==> config.mk <==
export PLATFORM = sky130hd
export DESIGN_NAME = acumulador_moedas
export DESIGN_NICKNAME = d
export VERILOG_FILES = /design/src/rtl/maquina_pkg.sv /design/src/rtl/detector_borda.sv /design/src/rtl/acumulador_moedas.sv
export SDC_FILE = /design/constraint.sdc
export NUM_CORES = 1
export LEC_CHECK = 0
export CAP_MARGIN = 10
export CORE_MARGIN = 8
export CORE_UTILIZATION = 49
export DETAILED_ROUTE_END_ITERATION = 12
export PLACE_DENSITY = 0.8
export SKIP_LAST_GASP = 1
export SLEW_MARGIN = 20
export SYNTH_ARGS = -nofsm -noshare
export SYNTH_HDL_FRONTEND = slang
export SYNTH_SLANG_ARGS = --single-unit
export TNS_END_PERCENT = 1
==> constraint.sdc <==
create_clock -name clk -period 5 [get_ports clk]
set_input_delay 0.75 -clock clk [delete_from_list [all_inputs] [get_ports clk]]
set_output_delay 0.75 -clock clk [all_outputs]
set_load 0.005 [all_outputs]
==> src/rtl/maquina_pkg.sv <==
// Shared vending-machine definitions: accumulator states, coin codes and the
// coin-value lookup used by the accumulator and the value-checker stage.
package maquina_pkg;

  localparam int LARGURA_VALOR = 4;

  typedef enum logic [1:0] {
    OCIOSO     = 2'd0,
    ACUMULANDO = 2'd1,
    DEVOLVENDO = 2'd2
  } estado_acum_t;

  localparam logic [1:0] MOEDA_NULA = 2'b00;
  localparam logic [1:0] MOEDA_1    = 2'b01;
  localparam logic [1:0] MOEDA_2    = 2'b10;
  localparam logic [1:0] MOEDA_5    = 2'b11;

  function automatic logic [LARGURA_VALOR-1:0] valor_moeda(input logic [1:0] code);
    logic [LARGURA_VALOR-1:0] valor;
    case (code)
      MOEDA_1: valor = LARGURA_VALOR'(1);
      MOEDA_2: valor = LARGURA_VALOR'(2);
      MOEDA_5: valor = LARGURA_VALOR'(5);
      default: valor = '0;
    endcase
    return valor;
  endfunction

endpackage

==> src/rtl/detector_borda.sv <==
// Rising-edge detector: registers a level and pulses for the one cycle in
// which the level is high but was low at the previous clock edge.
module detector_borda (
  input  logic clk,
  input  logic reset,
  input  logic entrada,
  output logic pulso
);

  logic entrada_q;

  // NOTE: clocked state is always assigned with <= so every register samples
  // the pre-edge values of the others, independent of statement order.
  always_ff @(posedge clk) begin
    if (reset) entrada_q <= 1'b0;
    else       entrada_q <= entrada;
  end

  assign pulso = entrada & ~entrada_q;

endmodule

==> src/rtl/acumulador_moedas.sv <==
// Coin accumulator: adds coin values into a saturating-by-rejection total,
// issues a one-cycle refund on cancel and clears the total on a completed sale.
module acumulador_moedas
  import maquina_pkg::*;
#(
  parameter int LARGURA   = 4,
  parameter int TOTAL_MAX = 15
) (
  input  logic               clk,
  input  logic               reset,
  input  logic               moeda_valida,
  input  logic [1:0]         moeda,
  input  logic               cancelar,
  input  logic               venda_ok,
  output logic [LARGURA-1:0] total,
  output logic               moeda_rejeitada,
  output logic               devolve,
  output logic [LARGURA-1:0] troco,
  output logic               cheio
);

  estado_acum_t       estado, estado_n;
  logic [LARGURA-1:0] total_n, troco_n;
  logic               rejeitada_n, devolve_n, cheio_n;
  logic               nova_moeda, moeda_real, cabe;
  logic [LARGURA:0]   soma;

  detector_borda u_borda_moeda (
    .clk     (clk),
    .reset   (reset),
    .entrada (moeda_valida),
    .pulso   (nova_moeda)
  );

  // Code 00 is not a coin at all: it neither accumulates nor gets rejected.
  assign moeda_real = nova_moeda & (moeda != MOEDA_NULA);
  // One extra bit so an oversized coin is detected instead of wrapping.
  assign soma = {1'b0, total} + (LARGURA+1)'(valor_moeda(moeda));
  assign cabe = (soma <= (LARGURA+1)'(TOTAL_MAX));

  // NOTE: every signal written here gets a default first, so no path through
  // the case leaves one unassigned and no latch is inferred.
  always_comb begin
    estado_n    = estado;
    total_n     = total;
    troco_n     = troco;
    rejeitada_n = 1'b0;
    devolve_n   = 1'b0;

    case (estado)
      OCIOSO: begin
        if (cancelar || venda_ok) begin
          rejeitada_n = moeda_real;
        end else if (moeda_real) begin
          if (cabe) begin
            total_n  = soma[LARGURA-1:0];
            estado_n = ACUMULANDO;
          end else begin
            rejeitada_n = 1'b1;
          end
        end
      end

      ACUMULANDO: begin
        if (cancelar) begin
          troco_n     = total;
          total_n     = '0;
          devolve_n   = 1'b1;
          rejeitada_n = moeda_real;
          estado_n    = DEVOLVENDO;
        end else if (venda_ok) begin
          total_n     = '0;
          rejeitada_n = moeda_real;
          estado_n    = OCIOSO;
        end else if (moeda_real) begin
          if (cabe) total_n = soma[LARGURA-1:0];
          else      rejeitada_n = 1'b1;
        end
      end

      DEVOLVENDO: begin
        rejeitada_n = moeda_real;
        estado_n    = OCIOSO;
      end

      default: begin
        total_n  = '0;
        estado_n = OCIOSO;
      end
    endcase

    cheio_n = (total_n == LARGURA'(TOTAL_MAX));
  end

  always_ff @(posedge clk) begin
    if (reset) begin
      estado          <= OCIOSO;
      total           <= '0;
      troco           <= '0;
      moeda_rejeitada <= 1'b0;
      devolve         <= 1'b0;
      cheio           <= 1'b0;
    end else begin
      estado          <= estado_n;
      total           <= total_n;
      troco           <= troco_n;
      moeda_rejeitada <= rejeitada_n;
      devolve         <= devolve_n;
      cheio           <= cheio_n;
    end
  end

endmodule

# == After elaboration in Yosys (flattened, before gate mapping) ==
# Cells that the tools add are included.
# classes
addsub,1
n_mul,0
div_mod_pow,0
n_lt_le_gt_ge,1
n_eq_ne,10
shifts,0
n_mux,20
n_bitwise,4
reduce_logical,6
# ops
operator,n
$mux W4,5
$pmux W4 S3,1
$mux W2,5
$pmux W3 S3,1
$eq A2 B2 Y1 const B,3
$mux W1,6
$ne A2 B2 Y1 const B,3
$add A4 B4 Y5,1
$le A5 B4 Y1 const B,1
$eq A2 B1 Y1 const B,2
$eq A4 B4 Y1 const B,1
$pmux W2 S2,1
$reduce_and A4 Y1,1
$ne A3 B3 Y1 const B,1
$pmux W1 S3,1
$and A1 B1 Y1,2
$logic_not A2 Y1,1
$not A1 Y1,2
$reduce_and A2 Y1,1
$reduce_bool A2 Y1,1
$reduce_or A2 Y1,1
$logic_or A1 B1 Y1,1
# totals
regBits,14
latch_bits,0
ramBits,0
romBits,0
input_bits,7
output_inout_bits,11
word_cells,49
memories,0

# == Longest topological paths before layout ==
# Gate-level depths: netlist of the first run.
# logic_depth
depth_word,10
ltp_mapped,9
ltp_nobuf,8

# == Modules after synthesis ==
# From an unflattened synthesis of the first run, not the netlist that was laid out.
# unflattened
hier_cells,81
area_unflattened_um2,758.2
# modules_own_cells
module,instances,cells_each,area_per_inst_um2
acumulador_moedas,1,78,710.7
detector_borda,1,3,47.5

# == Worst setup path before layout of the first run ==
# OpenSTA, ideal clock, no wires.
# synth_path
path_type,input -> register
startpoint,input venda_ok
endpoint,register cheio
t_arrival_ps,2481
required_time_ps,4914
slack_ps,2432
cell_stages,5
n_path_buf,0
path_cell_list,or3_4 > or4b_4 > nand2b_4 > or4_4 > a221oi_2
# synth_between
elab_chain_cells,4
word_cells_on_any_way,6
cone_classes,eq/ne: 1; mux: 4; reduce/logical: 1
# synth_rtl
item,line_no,rtl
"start, declared",acumulador_moedas.sv:14,"input logic venda_ok,"
$mux W4 / $logic_or A1 B1 Y1 (equally long branches),"acumulador_moedas.sv:71, acumulador_moedas.sv:52",
"$mux W4, on equally long branches","acumulador_moedas.sv:65, acumulador_moedas.sv:52",
$pmux W4 S3 *,acumulador_moedas.sv:50,case (estado)
$eq A4 B4 Y1 *,acumulador_moedas.sv:92,cheio_n = (total_n == LARGURA'(TOTAL_MAX));
"end signal, assigned",acumulador_moedas.sv:109,cheio <= cheio_n;
"end, declared",acumulador_moedas.sv:19,output logic cheio
# Every way passes the cells marked *; elsewhere a longest branch is shown, timed or not.
# A chain may end at the register's enable or synchronous reset.

# == Final worst setup path of the first run ==
# Same ends and word-level chain as after synthesis.

==> results of run 1 <==
==> cells in the final DEF, fill, tap and decap left out, types with 2 or more instances in the layout <==
cell type	instances
nor2b_1	5
nand2_1	2
nand3_1	4
a21oi_1	4
mux2i_1	3
nand3b_1	2
ha_1	3
nor3_1	2
clkbuf_4	3
nor2_1	10
a21o_1	2
o21ai_1	2
inv_1	3
nand4b_1	2
dfxtp_1	14
clkdlybuf4s50_1	17
==> routing by layer <==
| layer | track usage | share of wire | wire length (um) | up-vias |
|---|---|---|---|---|
| met1 | 0.126 | 0.44 | 674 | 283 |
| met5 | 0 | 0 | 0 | - |
| li1 | - | - | - | 304 |
| met4 | 0.0210 | 0.0097 | 15 | 0 |
| met2 | 0.205 | 0.48 | 748 | 23 |
| met3 | 0.0634 | 0.072 | 111 | 4 |
==> Yosys cell counts, types with 2 or more instances <==
master | instances | area, um2
ha_1 | 3 | 37.5
clkbuf_1 | 2 | 7.51
nand4b_1 | 2 | 17.5
nand3b_1 | 2 | 15.0
dfxtp_1 | 14 | 280
nor3_1 | 2 | 10.0
o21ai_1 | 2 | 10.0
nor2b_1 | 5 | 31.3
a21oi_1 | 4 | 20.0
nor2_1 | 10 | 37.5
inv_1 | 3 | 11.3
nand2_1 | 2 | 7.51
mux2i_1 | 3 | 30.0
a21o_1 | 2 | 15.0
nand3_1 | 4 | 20.0
==> critical path: stages <==
cell	delay, ns
clkdlybuf4s50_1	0.42
or3_4	0.40
or4b_4	0.50
nand2b_4	0.18
or4_4	0.50
a221oi_2	0.26
==> sequential cells by signal, summed over array words and instances, names as in the netlist <==
signal                   cells
estado                       2
total                        4
troco                        4
moeda_rejeitada              1
cheio                        1
u_borda_moeda.entrada_q      1
devolve                      1
==> layout make-up <==
type,count,area [um2],area share
tap,15,18.8,0.0205
timing repair buffer,17,170,0.186
clock buffer,4,36.3,0.0397
sequential,14,280,0.306
inverter,3,11.3,0.0123
multi-input combinational,55,398,0.435
==> power by group through the flow <==
stage	clock, W	combinational, W	sequential [W]
2_1_floorplan	0	0.0000120	0.000117
3_3_place_gp	0	0.0000214	0.000117
3_5_place_dp	0	0.0000218	0.000117
4_1_cts	0.0000809	0.0000218	0.000114
5_1_grt	0.0000866	0.0000237	0.000115
6_report	0.0000779	0.0000218	0.000114
==> final timing paths <==
kind | from | slack, ns | cells past startpoint | end
setup / recovery | venda_ok | 2.18 | 6 | cheio
hold / removal | troco[1] | 0.50 | 2 | troco[1]
setup reg to reg | estado[1] | 2.73 | 5 | cheio
hold reg to reg | troco[1] | 0.50 | 2 | troco[1]
==> metrics by stage <==
stage	hold WS, ns	total power, W	setup slack [ns]	area, um2	utilization
6_report	0.500	0.000214	2.18	915	0.694
3_3_place_gp	0.469	0.000138	1.94	878	0.667
4_1_cts	0.505	0.000217	2.20	915	0.694
5_1_grt	0.547	0.000225	2.08	915	0.694
2_1_floorplan	0.479	0.000129	2.43	697	-
3_5_place_dp	0.487	0.000139	1.90	878	0.667
==> logic make-up (layout without fill, tap and decap cells) <==
logic type | Yosys count | after routing | share of synthesized area
compound gates | 11 | 11 | 0.110
mux | 4 | 4 | 0.0592
flops | 14 | 14 | 0.402
buf+inv | 5 | 24 | 0.0269
simple gates | 36 | 36 | 0.320
fa+ha+maj | 4 | 4 | 0.0826
==> impl_metrics.env, run 1 <==
export IMPL_outcome="finished clean"
export IMPL_setup_tns_ns=0
export IMPL_seq_area_frac_synth=0.402
export IMPL_maxCapViolCount=0
export IMPL_rows=13
export IMPL_wl_per_cell_um=14.3
export IMPL_grt_ovfl_total=0
export IMPL_antenna_found_initial=0
export IMPL_max_clock_freq_mhz=355
export IMPL_setup_viol=0
export IMPL_cts_tree="built"
export IMPL_initial_utilization=0.529
export IMPL_cp_end_kind="flop"
export IMPL_die_w_um=53.7
export IMPL_core_mm2=0.00132
export IMPL_clkSinkCount=14
export IMPL_fin_nets=105
export IMPL_skew_ns=0.00500
export IMPL_ys_ff_latch=14
export IMPL_numCtsBuffers=3
export IMPL_synthesis_nets=85
export IMPL_initialDrtViolationCount=12
export IMPL_powerDensity_mw_per_mm2=234
export IMPL_fin_crit_sh=0.564
export IMPL_synth_edff_count=0
export IMPL_die_area_mm2=0.00289
export IMPL_path_class="in -> reg"
export IMPL_synth_warnings=0
export IMPL_grt_start_max_net_pins=12
export IMPL_clk_path_buf_depth=2
export IMPL_ctsHoldBuffers=0
export IMPL_rsz0062_at_grt="no"
export IMPL_numPortBuffers=17
export IMPL_path_max_fanout=5
export IMPL_cts_resized=0
export IMPL_ys_types=29
export IMPL_grt_usage=0.118
export IMPL_via_per_inst=5.69
export IMPL_drv_slew=0
export IMPL_area_delta_synth_final_pct=31.2
export IMPL_synthFlopType="dfxtp_1"
export IMPL_via_count=614
export IMPL_cts_root_buf="clkbuf_4"
export IMPL_hpwl_mm=1.26
export IMPL_synth_area_um2=697
export IMPL_fin_cells=108
export IMPL_async_flop_share=0
export IMPL_clkPwrFrac=0.364
export IMPL_ant_nets=0
export IMPL_first_pass_iters=4
export IMPL_min_path_type="reg -> reg"
export IMPL_grt_pass1_vias=571
export IMPL_crit_path_start_kind="input port"
export IMPL_p_sw_frac=0.210
export IMPL_gp_congestion=0.869
export IMPL_power_net_switching_w=0.0000449
export IMPL_wl_mm=1.55
export IMPL_slew_headroom=0.721
export IMPL_avgSynthCellArea_um2=9.42
export IMPL_p_seq_frac=0.534
export IMPL_critPathArrivalTime_ns=3.01
export IMPL_grt_pass1_wl_mm=2.51
export IMPL_drc_errors=0
export IMPL_diodes=0
export IMPL_htreeDepth=1
export IMPL_post_cts_buffers=0
export IMPL_ios=18
export IMPL_min_period_ns=2.82
export IMPL_ir_drop_uv=237
export IMPL_power_frac_comb=0.102
export IMPL_dpl_cell_count=104
export IMPL_finalHoldViolCount=0
export IMPL_tightest_slew_ns=0.416
export IMPL_die_h_um=53.7
export IMPL_power_leakage_nw=0.366
export IMPL_synthCells=74
export IMPL_clk_latency_ns=0.27
export IMPL_crit_required_ns=5.19
export IMPL_drive_gt1_frac=0.118
export IMPL_p_int_w=0.000169
export IMPL_fill_cells=110
export IMPL_clk_pin_slew_worst_paths_ns=0.08
Power figures use the tool's default switching activity.
==> inputs of run 2 (changes only) <==
--- a/config.mk
+++ b/config.mk
@@ -6,10 +6,11 @@
 export NUM_CORES = 1
 export LEC_CHECK = 0
 export CAP_MARGIN = 10
+export CORE_ASPECT_RATIO = 1.2
 export CORE_MARGIN = 8
-export CORE_UTILIZATION = 49
+export CORE_UTILIZATION = 41
 export DETAILED_ROUTE_END_ITERATION = 12
-export PLACE_DENSITY = 0.8
+export PLACE_DENSITY = 0.72
 export SKIP_LAST_GASP = 1
 export SLEW_MARGIN = 20
 export SYNTH_ARGS = -nofsm -noshare
==> constraint.sdc (replaced) <==
create_clock -name clk -period 2.5 [get_ports clk]
set_input_delay 0.375 -clock clk [delete_from_list [all_inputs] [get_ports clk]]
set_output_delay 0.375 -clock clk [all_outputs]
set_load 0.005 [all_outputs]
==> run 2 against run 1 <==
Net effect: register-to-register slack worse by 2.4 ns; final cell count is 8.3% higher; global-route usage is 1.7 points lower; wire length is 2.6% higher; sequential cell count stayed put; largest power group unchanged; core utilization is 10 points lower; die area is 14% higher; non-clock buffer count is 7 higher; sequential share of layout area is 1.4 points lower; largest cell class unchanged; clock skew is 0.0044 ns lower; clock power is 58% higher.
==> impl_metrics.env, run 2 (synthesis results as in run 1) <==
export IMPL_reg2reg_slack_ns=0.29
export IMPL_rsz0062_at_grt="no"
export IMPL_fin_area_um2=957
export IMPL_crit_required_ns=2.70
export IMPL_gp_congestion=0.854
export IMPL_wl_per_cell_um=13.6
export IMPL_rows=16
export IMPL_setup_ws_ns=0.121
export IMPL_fin_cells=117
export IMPL_r2r_end="cheio"
export IMPL_slew_headroom=0.685
export IMPL_hp_start="troco[0]"
export IMPL_total_power_w=0.000403
export IMPL_crit_path_start_kind="input port"
export IMPL_largest_registers="total: 4 flops, troco: 4 flops, estado: 2 flops"
export IMPL_powerDensity_mw_per_mm2=421
export IMPL_ctsHoldBuffers=0
export IMPL_setup_viol=0
export IMPL_crit_start="venda_ok"
export IMPL_critPathSlowestCell="or4b_4"
export IMPL_dpl_cell_count=114
export IMPL_drc_errors=0
export IMPL_fin_nets=112
export IMPL_clk_latency_ns=0.27
export IMPL_multi_input_area_um2=398
export IMPL_numCtsBuffers=3
export IMPL_min_period_ns=2.38
export IMPL_grt_pass1_wl_mm=2.51
export IMPL_power_leakage_nw=0.393
export IMPL_clk_pin_slew_worst_paths_ns=0.08
export IMPL_area_delta_synth_final_pct=37.3
export IMPL_grt_start_max_net_pins=12
export IMPL_numPortBuffers=17
export IMPL_dpl_cell_area_um2=935
export IMPL_timing_critical_path_buf_inv=1
export IMPL_antenna_found_initial=0
export IMPL_diodes=0
export IMPL_clk_path_buf_depth=2
export IMPL_die_area_mm2=0.00328
export IMPL_grt_ovfl_total=0
export IMPL_die_w_um=53.6
export IMPL_via_per_inst=5.35
export IMPL_initialDrtViolationCount=18
export IMPL_grt_pass1_vias=591
export IMPL_cts_resized=0
export IMPL_ios=18
export IMPL_final_common_cell="clkdlybuf4s50_1"
export IMPL_finalHoldViolCount=0
export IMPL_drv_slew=0
export IMPL_post_cts_buffers=0
export IMPL_cts_tree="built"
export IMPL_outcome="finished clean"
export IMPL_clkSinkCount=14
export IMPL_place_worst_setup_slack_ns=-0.152
export IMPL_ir_drop_uv=266
export IMPL_cp_end_kind="flop"
export IMPL_post_route_util=0.590
export IMPL_htreeDepth=1
export IMPL_fill_cells=140
export IMPL_initial_utilization=0.430
export IMPL_min_path_type="reg -> reg"
export IMPL_grt_usage=0.101
export IMPL_skew_ns=0.000644
export IMPL_drive_gt1_frac=0.172
export IMPL_whs_endpoint="troco[0]"
export IMPL_path_max_fanout=3
export IMPL_die_h_um=61.2
export IMPL_crit_chain="clkdlybuf4s50_1, or3_4, or4b_4, nand2b_4, or4_4, a221oi_2"
export IMPL_path_class="in -> reg"
export IMPL_cts_root_buf="clkbuf_4"
export IMPL_r2r_cells=5
export IMPL_cpPeakStageDelay_ns=0.50
export IMPL_hpwl_mm=1.30
export IMPL_ff_latch_area_um2=280
export IMPL_holdPathStages=2
export IMPL_max_clock_freq_mhz=420
export IMPL_via_count=626
export IMPL_ant_nets=0
export IMPL_maxCapViolCount=0
export IMPL_wl_mm=1.59
export IMPL_fin_crit_sh=0.952
export IMPL_critPathArrivalTime_ns=2.57
export IMPL_crit_family="simple AND/OR/NAND/NOR gates"
export IMPL_core_mm2=0.00162
export IMPL_final_cell_mix="clkdlybuf4s50_1, dfxtp_1, nor2_1"
export IMPL_first_pass_iters=4
export IMPL_tightest_slew_ns=0.470
export IMPL_r2r_start="estado[1]"
[run 2: cell count changes in the layout (fill, tap and decap cells not counted)]
cell | previous run | this run
clkbuf_8 | 1 | 0
buf_4 | 0 | 7
[run 2: area by class of cell]
cell class | count | share of cell area
Sequential cell | 14 | 0.293
Timing Repair Buffer | 24 | 0.233
Clock buffer | 3 | 0.0235
Multi-Input combinational cell | 55 | 0.416
Tap cell | 18 | 0.0235
Inverter | 3 | 0.0118
[run 2: worst reg2reg max path, delay by kind of cell (launching register included)]
kind / cells / cell delay (ns)
flip-flops: 1 / 0.33
AO/OA/AOI/OAI: 1 / 0.24
AND/OR/NAND/NOR: 4 / 1.56
[run 2: metal layers]
layer / up-vias / wire [um] / track usage
met2: 15 / 807 / 0.176
met1: 294 / 653 / 0.107
met3: 2 / 106 / 0.0483
met5: - / 0 / 0
li1: 315 / - / -
met4: 0 / 23 / 0.0253
[run 2: report_power, final]
part | total, W | switching, W | internal (W)
logic | 0.0000508 | 0.0000212 | 0.0000295
registers | 0.000229 | 0.00000259 | 0.000226
clock network | 0.000123 | 0.0000675 | 0.0000558
total | 0.000403 | 0.0000913 | 0.000311
[run 2: how the worst max path moves through the flow]
stage	slack [ns]	to	cells after the start
after CTS	0.14	cheio	6
after detailed placement	-0.15	cheio	6
after floorplan	0.31	cheio	5
after global placement	-0.12	cheio	6
after global routing	0.09	cheio	10
final	0.12	cheio	6
[run 2: through the flow]
step / hold WS, ns / TNS (ns)
after floorplan: 0.479 / 0
after global placement: 0.473 / -0.124
after detailed placement: 0.489 / -0.152
after CTS: 0.507 / 0
after global routing: 0.539 / 0
final: 0.503 / 0
